--- src/rtl/muldiv_unit.sv ---
// Iterative multiply/divide unit producing the HI/LO pair for MULT/MULTU/DIV/DIVU.
// One result bit per cycle: shift-add for multiply, restoring shift-subtract for divide.
module muldiv_unit #(
  parameter int WIDTH = 32
) (
  input  logic             i_clk,
  input  logic             i_rst_n,
  input  logic             i_start,
  input  logic [1:0]       i_op,
  input  logic [WIDTH-1:0] i_op_a,
  input  logic [WIDTH-1:0] i_op_b,
  output logic             o_busy,
  output logic             o_done,
  output logic [WIDTH-1:0] o_hi,
  output logic [WIDTH-1:0] o_lo,
  output logic             o_div_by_zero,
  output logic [1:0]       o_dbg_state
);

  localparam int CW = (WIDTH > 1) ? $clog2(WIDTH) : 1;
  localparam logic [CW-1:0] LAST = CW'(WIDTH - 1);

  typedef enum logic [1:0] {
    IDLE = 2'd0,
    CALC = 2'd1,
    DONE = 2'd2
  } state_t;

  state_t state_q, state_d;

  logic [CW-1:0]        cnt_q;
  logic                 is_div_q;
  logic                 neg_lo_q;
  logic                 neg_hi_q;
  logic                 dz_q;
  logic [2*WIDTH-1:0]   acc_q, acc_d;
  logic [WIDTH-1:0]     opnd_q;
  logic [WIDTH-1:0]     hi_q, lo_q;

  logic                 op_signed, op_div, div_zero;
  logic [WIDTH-1:0]     a_mag, b_mag;
  logic [WIDTH:0]       mul_sum, trial;
  logic [2*WIDTH-1:0]   prod;
  logic [WIDTH-1:0]     res_hi, res_lo;

  // Handshake: i_start is a request that is taken only while o_busy is low
  // (state IDLE); o_busy acts as the inverted ready and requests seen while it is high are dropped.
  assign op_signed = i_op[0];
  assign op_div    = i_op[1];
  assign div_zero  = op_div && (i_op_b == '0);
  assign a_mag     = (op_signed && i_op_a[WIDTH-1]) ? -i_op_a : i_op_a;
  assign b_mag     = (op_signed && i_op_b[WIDTH-1]) ? -i_op_b : i_op_b;

  always_ff @(posedge i_clk or negedge i_rst_n) begin
    if (!i_rst_n) state_q <= IDLE;
    else          state_q <= state_d;
  end

  always_comb begin
    state_d = state_q;
    case (state_q)
      IDLE:    if (i_start) state_d = div_zero ? DONE : CALC;
      CALC:    if (cnt_q == LAST) state_d = DONE;
      DONE:    state_d = IDLE;
      default: state_d = IDLE;
    endcase
  end

  // acc holds {upper product, multiplier} for multiply and {remainder, dividend/quotient} for divide.
  always_comb begin
    mul_sum = {1'b0, acc_q[2*WIDTH-1:WIDTH]} + {1'b0, (acc_q[0] ? opnd_q : {WIDTH{1'b0}})};
    trial   = {acc_q[2*WIDTH-1:WIDTH], acc_q[WIDTH-1]} - {1'b0, opnd_q};
    if (!is_div_q)
      acc_d = {mul_sum, acc_q[WIDTH-1:1]};
    else if (!trial[WIDTH])
      acc_d = {trial[WIDTH-1:0], acc_q[WIDTH-2:0], 1'b1};
    else
      acc_d = {acc_q[2*WIDTH-2:0], 1'b0};
  end

  always_comb begin
    prod = neg_lo_q ? -acc_d : acc_d;
    if (!is_div_q) begin
      res_hi = prod[2*WIDTH-1:WIDTH];
      res_lo = prod[WIDTH-1:0];
    end else begin
      res_hi = neg_hi_q ? -acc_d[2*WIDTH-1:WIDTH] : acc_d[2*WIDTH-1:WIDTH];
      res_lo = neg_lo_q ? -acc_d[WIDTH-1:0] : acc_d[WIDTH-1:0];
    end
  end

  always_ff @(posedge i_clk or negedge i_rst_n) begin
    if (!i_rst_n) begin
      cnt_q    <= '0;
      is_div_q <= 1'b0;
      neg_lo_q <= 1'b0;
      neg_hi_q <= 1'b0;
      dz_q     <= 1'b0;
      acc_q    <= '0;
      opnd_q   <= '0;
      hi_q     <= '0;
      lo_q     <= '0;
    end else begin
      case (state_q)
        IDLE: begin
          if (i_start) begin
            cnt_q    <= '0;
            is_div_q <= op_div;
            dz_q     <= div_zero;
            neg_lo_q <= op_signed && (i_op_a[WIDTH-1] ^ i_op_b[WIDTH-1]);
            if (div_zero) begin
              hi_q     <= i_op_a;
              lo_q     <= '1;
              neg_hi_q <= 1'b0;
            end else if (op_div) begin
              acc_q    <= {{WIDTH{1'b0}}, a_mag};
              opnd_q   <= b_mag;
              neg_hi_q <= op_signed && i_op_a[WIDTH-1];
            end else begin
              acc_q    <= {{WIDTH{1'b0}}, b_mag};
              opnd_q   <= a_mag;
              neg_hi_q <= 1'b0;
            end
          end
        end
        CALC: begin
          acc_q <= acc_d;
          if (cnt_q == LAST) begin
            cnt_q <= '0;
            hi_q  <= res_hi;
            lo_q  <= res_lo;
          end else begin
            cnt_q <= cnt_q + 1'b1;
          end
        end
        DONE: dz_q <= 1'b0;
        default: ;
      endcase
    end
  end

  assign o_busy        = (state_q != IDLE);
  assign o_done        = (state_q == DONE);
  assign o_div_by_zero = dz_q && (state_q == DONE);
  assign o_hi          = hi_q;
  assign o_lo          = lo_q;
  assign o_dbg_state   = state_q;

endmodule

--- config.mk ---
export PLATFORM = sky130hd
export DESIGN_NAME = muldiv_unit
export DESIGN_NICKNAME = d
export VERILOG_FILES = /design/src/rtl/muldiv_unit.sv
export SDC_FILE = /design/constraint.sdc
export NUM_CORES = 1
export LEC_CHECK = 0
export BUFFER_PORTS_ARGS = -buffer_cell sky130_fd_sc_hd__buf_2
export CELL_PAD_IN_SITES_DETAIL_PLACEMENT = 1
export CELL_PAD_IN_SITES_GLOBAL_PLACEMENT = 1
export CORE_MARGIN = 5
export CORE_UTILIZATION = 25
export DETAILED_ROUTE_END_ITERATION = 7
export PLACE_DENSITY = 0.53
export RECOVER_POWER = 25
export SLEW_MARGIN = 20
export SYNTH_ARGS = -nofsm -noshare
export SYNTH_HDL_FRONTEND = slang
export SYNTH_SLANG_ARGS = --single-unit
--- constraint.sdc ---
create_clock -name i_clk -period 5.35 [get_ports i_clk]
set_input_delay 1.07 -clock i_clk [delete_from_list [all_inputs] [get_ports i_clk]]
set_output_delay 1.07 -clock i_clk [all_outputs]
set_load 0.03 [all_outputs]
; Word level (Yosys, flattened, before mapping)
; Index checks and enable logic that the tools add are counted.
[classes]
shifts = 0
addsub = 8
eq_ne = 7
div = 0
n_mux = 34
n_reduce_logical = 17
order_cmp = 0
bitwise = 2
n_mul = 0
[op_table]
columns = cell, n
row1 = $mux W32, 15
row2 = $mux W64, 5
row3 = $neg A32 Y32, 4
row4 = $pmux W32 S2, 2
row5 = $pmux W64 S2, 1
row6 = $neg A64 Y64, 1
row7 = $add A32 B32 Y33, 1
row8 = $sub A33 B32 Y33, 1
row9 = $logic_not A32 Y1, 1
row10 = $mux W5, 2
row11 = $pmux W5 S2, 1
row12 = $ne A2 B2 Y1 const B, 4
row13 = $reduce_and A2 Y1, 4
row14 = $mux W2, 3
row15 = $reduce_and A3 Y1, 2
row16 = $reduce_bool A2 Y1, 3
row17 = $add A5 B1 Y5 const B, 1
row18 = $eq A5 B5 Y1 const B, 1
row19 = $logic_and A1 B1 Y1, 5
row20 = $pmux W2 S2, 1
row21 = $reduce_and A4 Y1, 1
row22 = $mux W1, 3
row23 = $eq A2 B1 Y1 const B, 1
row24 = $eq A2 B2 Y1 const B, 1
row25 = 4 further kinds, 4
[word_totals]
romBits = 0
latch_bits = 0
out_inout_bits = 69
register_bits = 171
n_memories = 0
mem_bits_rw = 0

; Longest topological paths before layout
[depth]
word_depth = 8
mapped_depth = 22

; Worst setup path before layout
; OpenSTA, ideal clock, no wires.
[synth_timing]
kind = register -> register
startpoint = reg acc_q[31]
endpoint = reg hi_q[28] (netlist: o_hi[28])
path_stages_with_launch = 23
slack_ps = 881
synth_period_minus_slack_ps = 4469
setup_time_ps = 83
t_required_ps = 5267
arrival_ps = 4387
path_buffers = 0
path_cell_list = dfrtp_1 -> inv_1 -> ha_1 -> inv_1 -> fa_1 -> a211oi_1 -> o211ai_1 -> nand2_1 -> a211oi_2 -> nor3_2 -> nor3_1 -> nor2_1 -> ha_1 -> nand4_1 -> or2_2 -> nor2_1 -> a32oi_1 -> nor4_1 -> nand2_1 -> nor3_1 -> a41oi_1 -> xor2_1 -> o21ai_0
[synth_via]
elab_chain_cells = 8
elab_cells_between_ends = 10
cone_classes = add/sub: 3 / mux: 7
[synth_lines]
columns = element, line_no
row1 = "start, declared", 36  ; logic [2*WIDTH-1:0] acc_q, acc_d;
row2 = "start signal, assigned", 116  ; acc_q <= {{WIDTH{1'b0}}, a_mag};
row3 = "start signal, assigned", 120  ; acc_q <= {{WIDTH{1'b0}}, b_mag};
row4 = $sub A33 B32 Y33, 72  ; trial = {acc_q[2*WIDTH-1:WIDTH], acc_q[WIDTH-1]} - {1'b0, opnd_q};
row5 = $mux W64, 75  ; else if (!trial[WIDTH])
row6 = $mux W64 (*), 73  ; if (!is_div_q)
row7 = $neg A64 Y64 or $neg A32 Y32 (tied branches), "82, 87"
row8 = $mux W64 or $mux W32 (tied branches), "82, 87"
row9 = $mux W32 (*), 83  ; if (!is_div_q) begin
row10 = $mux W32 (*), 128  ; if (cnt_q == LAST) begin
row11 = $pmux W32 S2 (*), 104  ; case (state_q)
row12 = "end signal, assigned", 112  ; hi_q <= i_op_a;
row13 = "end signal, assigned", 130  ; hi_q <= res_hi;
row14 = "end, declared", 38  ; logic [WIDTH-1:0] hi_q, lo_q;
; Every way passes the cells marked *; elsewhere a longest branch is shown, timed or not. The select of a mux whose other input is x is not followed.
; A chain may end at the register's enable or synchronous reset.

; Final worst setup path
[layout_timing]
startpoint = reg acc_q[0]
endpoint = reg hi_q[26] (netlist: o_hi[26])
[layout_via]
elab_chain_cells = 8
elab_cells_between_ends = 11
cone_classes = add/sub: 3 / mux: 8
[layout_lines]
columns = element, line_no
row1 = $mux W32, 71  ; mul_sum = {1'b0, acc_q[2*WIDTH-1:WIDTH]} + {1'b0, (acc_q[0] ? opnd_q : {WIDTH{1'b0}})};
row2 = $add A32 B32 Y33, 71
row3 = $mux W64 (*), 73
row4 = $neg A64 Y64 or $neg A32 Y32 (tied branches), "82, 87"
row5 = $mux W64 or $mux W32 (tied branches), "82, 87"
row6 = $mux W32 (*), 83
row7 = $mux W32 (*), 128
row8 = $pmux W32 S2 (*), 104
; Marked as above.

==> flow_metrics.env <==
export IMPL_outcome="finished, violations left"
export IMPL_failed_checks="max-capacitance violations, max-slew violations"
export IMPL_cts_tree="done"
export IMPL_netlist_area_mm2=0.0154
export IMPL_area_delta_synth_final_pct=15.9
export IMPL_clk_pin_slew_worst_paths_ps=80
export IMPL_grt_pass1_vias=16412
export IMPL_setup_slack_ps=286
export IMPL_crit_arrival_ps=5420
export IMPL_netlist_instances=1998
export IMPL_fmax_ghz=0.197
export IMPL_switchingPower_mw=8.57
export IMPL_fin_hold_ws_ps=492
export IMPL_tightestPinTransition_ps=2700
export IMPL_grt_busiest_layer="met2"
export IMPL_grt_usage=0.214
export IMPL_critPathKind="reg -> reg"
export IMPL_place_area_mm2=0.0172
export IMPL_max_stage_delay_ps=520
export IMPL_synthFlopType="dfrtp_1"
export IMPL_numCtsBuffers=17
export IMPL_stdcell_area_mm2=0.0178
export IMPL_first_pass_iters=5
export IMPL_required_ps=5700
export IMPL_clkPwrFrac=0.093
export IMPL_grt_ovfl_total=0
export IMPL_cts_root_buf="clkbuf_16"
export IMPL_grt_max_degree=96
export IMPL_critical_path_top_delay_family="compound AO/OA/AOI/OAI gates"
export IMPL_vdd_drop_max_mv=0.313
export IMPL_yosys_warnings=0
export IMPL_path_cells="buf_12, and2_1, ha_1, nand4_1, a2111o_1, a21oi_2, nor3_2, o31ai_2, xnor2_1, nor2_1, a21o_1, or3_4, or4_1, o21ai_2, xnor2_1, a221o_1"
export IMPL_antenna_found_initial=12
export IMPL_cts_sinks=171
export IMPL_rsz0062_at_grt="false"
export IMPL_finalMaxSlewViolations=149
export IMPL_postRouteAntennaNets=0
export IMPL_rows=91
export IMPL_p_comb_frac=0.743
export IMPL_dieArea_mm2=0.0667
export IMPL_viasPerCell=5.49
export IMPL_syn_avg_cell_area_um2=7.71
export IMPL_dieHeight_um=258
export IMPL_postCtsHoldBufs=0
export IMPL_die_x_um=258
export IMPL_vias=15985
export IMPL_power_density_mw_per_mm2=849
export IMPL_gp_congestion=0.889
export IMPL_drive_gt1_frac=0.142
export IMPL_wl_um=73200
export IMPL_relSlewSlack=-0.801
export IMPL_pin_count=138
export IMPL_min_delay_path_class="reg -> reg"
export IMPL_setup_tns_ps=0
export IMPL_finClkSkew_ps=17.1
export IMPL_start_util=0.251
export IMPL_use_met1=0.290
export IMPL_drv_cap=2
export IMPL_crit_top_cell="xnor2_1"
export IMPL_gr_usage_met2=0.368
export IMPL_ys_seq_elements=171
export IMPL_switching_share=0.566
export IMPL_grt_pass1_wl_um=109000
export IMPL_syn_nets=2139
export IMPL_cp_num_buf_inv=1
export IMPL_clock_latency_ps=480
export IMPL_core_area_mm2=0.0614
export IMPL_drc=0
export IMPL_fin_crit_ps=5060
export IMPL_critPathLaunchType="flip-flop"
export IMPL_critPathSlowestCell="or4_1"
export IMPL_io_buffers=137
export IMPL_seq_power_share=0.164
export IMPL_cts_htree_levels=4
export IMPL_dp_slack_ps=38.9
export IMPL_setup_violations=0
export IMPL_drtIter0Drc=1179
export IMPL_synth_edf_count=0
export IMPL_async_flop_share=1.00
export IMPL_hpwl_um=57900
export IMPL_ys_seq_area_frac=0.278
export IMPL_path_max_fanout=31
export IMPL_cts_path_max_buffers=2
export IMPL_cp_end_kind="flip-flop"
export IMPL_final_nets=2247
export IMPL_yosysUniqueCellTypes=87
export IMPL_gr_usage_met3=0.0298
export IMPL_fin_crit_sh=0.946
export IMPL_hold_violations=0
export IMPL_wl_per_cell_um=25.2
export IMPL_leakage_nw=7.19
export IMPL_p_int_mw=6.57
synth_stat cells, types with 6 or more instances:
| cell type | number | area [µm²] |
|---|---|---|
| nand2b_1 | 15 | 93.8 |
| nand4_1 | 19 | 119 |
| mux2i_1 | 37 | 370 |
| nor3_1 | 39 | 195 |
| clkbuf_1 | 85 | 319 |
| o21ai_2 | 6 | 52.6 |
| a31oi_1 | 34 | 213 |
| a21o_1 | 23 | 173 |
| buf_2 | 9 | 45.0 |
| o31ai_1 | 23 | 173 |
| a221o_1 | 9 | 90.1 |
| and3_1 | 25 | 156 |
| or3_1 | 10 | 62.6 |
| and2_1 | 46 | 288 |
| a221oi_1 | 7 | 61.3 |
| nor2b_1 | 13 | 81.3 |
| nand3_1 | 63 | 315 |
| inv_1 | 62 | 233 |
| o21ai_0 | 176 | 881 |
| nor2_1 | 193 | 724 |
| o22a_1 | 6 | 52.6 |
| o21bai_1 | 7 | 52.6 |
| a21oi_1 | 218 | 1090 |
| xnor2_1 | 102 | 893 |
| nor4_1 | 16 | 100 |
| mux2_2 | 9 | 101 |
| o211ai_1 | 23 | 173 |
| o22ai_1 | 6 | 37.5 |
| xor2_1 | 61 | 534 |
| o21a_1 | 11 | 82.6 |
| dfrtp_1 | 171 | 4280 |
| nand2_1 | 191 | 717 |
| o41ai_1 | 8 | 70.1 |
| a211oi_1 | 69 | 518 |
| buf_1 | 16 | 60.1 |
| ha_1 | 70 | 876 |
worst min-delay path: stages (launching register included):
cell     delay [ps]
dfrtp_1         360
nand2_1          60
nand2_1          50
kinds of logic after synthesis:
group                      after synthesis  share of synthesized area
muxes                                   47                     0.0316
adders and majority gates               72                     0.0595
DFF                                    171                      0.278
and+or+nand+nor                        673                      0.210
buffers and inverters                  181                     0.0474
xor gates and xnor gates               163                     0.0927
AOI/OAI and AO/OA                      691                      0.281
through the flow:
| stage | std cells | utilization | power, mW |
|---|---|---|---|
| 2_1_floorplan | 1998 | - | 9.54 |
| 3_3_place_gp | 2876 | 0.280 | 13.5 |
| 3_5_place_dp | 2876 | 0.280 | 13.6 |
| 4_1_cts | 2907 | 0.290 | 15.1 |
| 5_1_grt | 2908 | 0.291 | 16.2 |
| 6_report | 2910 | 0.291 | 15.1 |
power by group through the flow:
stage / Sequential, mW / Combinational (mW) / Clock, mW
after floorplan: 2.51 / 7.03 / 0
after global placement: 2.47 / 11.0 / 0
after detailed placement: 2.50 / 11.1 / 0
after CTS: 2.48 / 11.2 / 1.43
after global routing: 2.56 / 12.2 / 1.48
final: 2.48 / 11.3 / 1.41
cell type report:
type / count / area [µm²]
Tap cell: 790 / 988
Clock buffer: 19 / 453
Multi-Input combinational cell: 1646 / 10500
Sequential cell: 171 / 4280
Clock inverter: 12 / 160
Inverter: 63 / 236
Fill cell: 7428 / 43500
Timing Repair Buffer: 207 / 1260
Antenna cell: 2 / 5.00
layer usage:
metal / wire [µm] / share of wire
met5: 13 / 0.00018
met4: 1150 / 0.016
met2: 35700 / 0.49
met3: 2720 / 0.037
met1: 33700 / 0.46
sequential cells by signal, indices dropped and copies added, names as in the netlist:
| register | cells |
|---|---|
| acc_q | 64 |
| cnt_q | 5 |
| dz_q | 1 |
| is_div_q | 1 |
| neg_hi_q | 1 |
| neg_lo_q | 1 |
| o_dbg_state | 2 |
| o_hi | 32 |
| o_lo | 32 |
| opnd_q | 32 |
final timing paths:
kind | startpoint | to | cells past startpoint | slack [ps]
max | acc_q[0] | o_hi[26] | 16 | 290
min | o_lo[10] | o_lo[10] | 2 | 490
max reg2reg | acc_q[0] | o_hi[26] | 16 | 290
min reg2reg | o_lo[10] | o_lo[10] | 2 | 490
max in group asynchronous | i_rst_n | is_div_q | 1 | 1970
min in group asynchronous | i_rst_n | o_dbg_state[1] | 1 | 1390
layout by cell type, fill, tap and decap left out, drive strengths merged, types with 63 or more instances in the layout:
master	netlist	layout
a211oi	72	72
a21oi	222	222
buf	32	205
dfrtp	171	171
ha	70	70
inv	63	67
nand2	195	195
nand3	63	63
nor2	194	194
o21ai	187	187
xnor2	102	102
timing repair:
action / 4_1_cts / 5_1_grt
setup endpoints to repair: 1 / 11
resized for setup: 1 / 10
hold endpoints to repair: 0 / 0
pin swaps: 0 / 1
setup buffers: 0 / 1
Power figures use the tool's default switching activity.
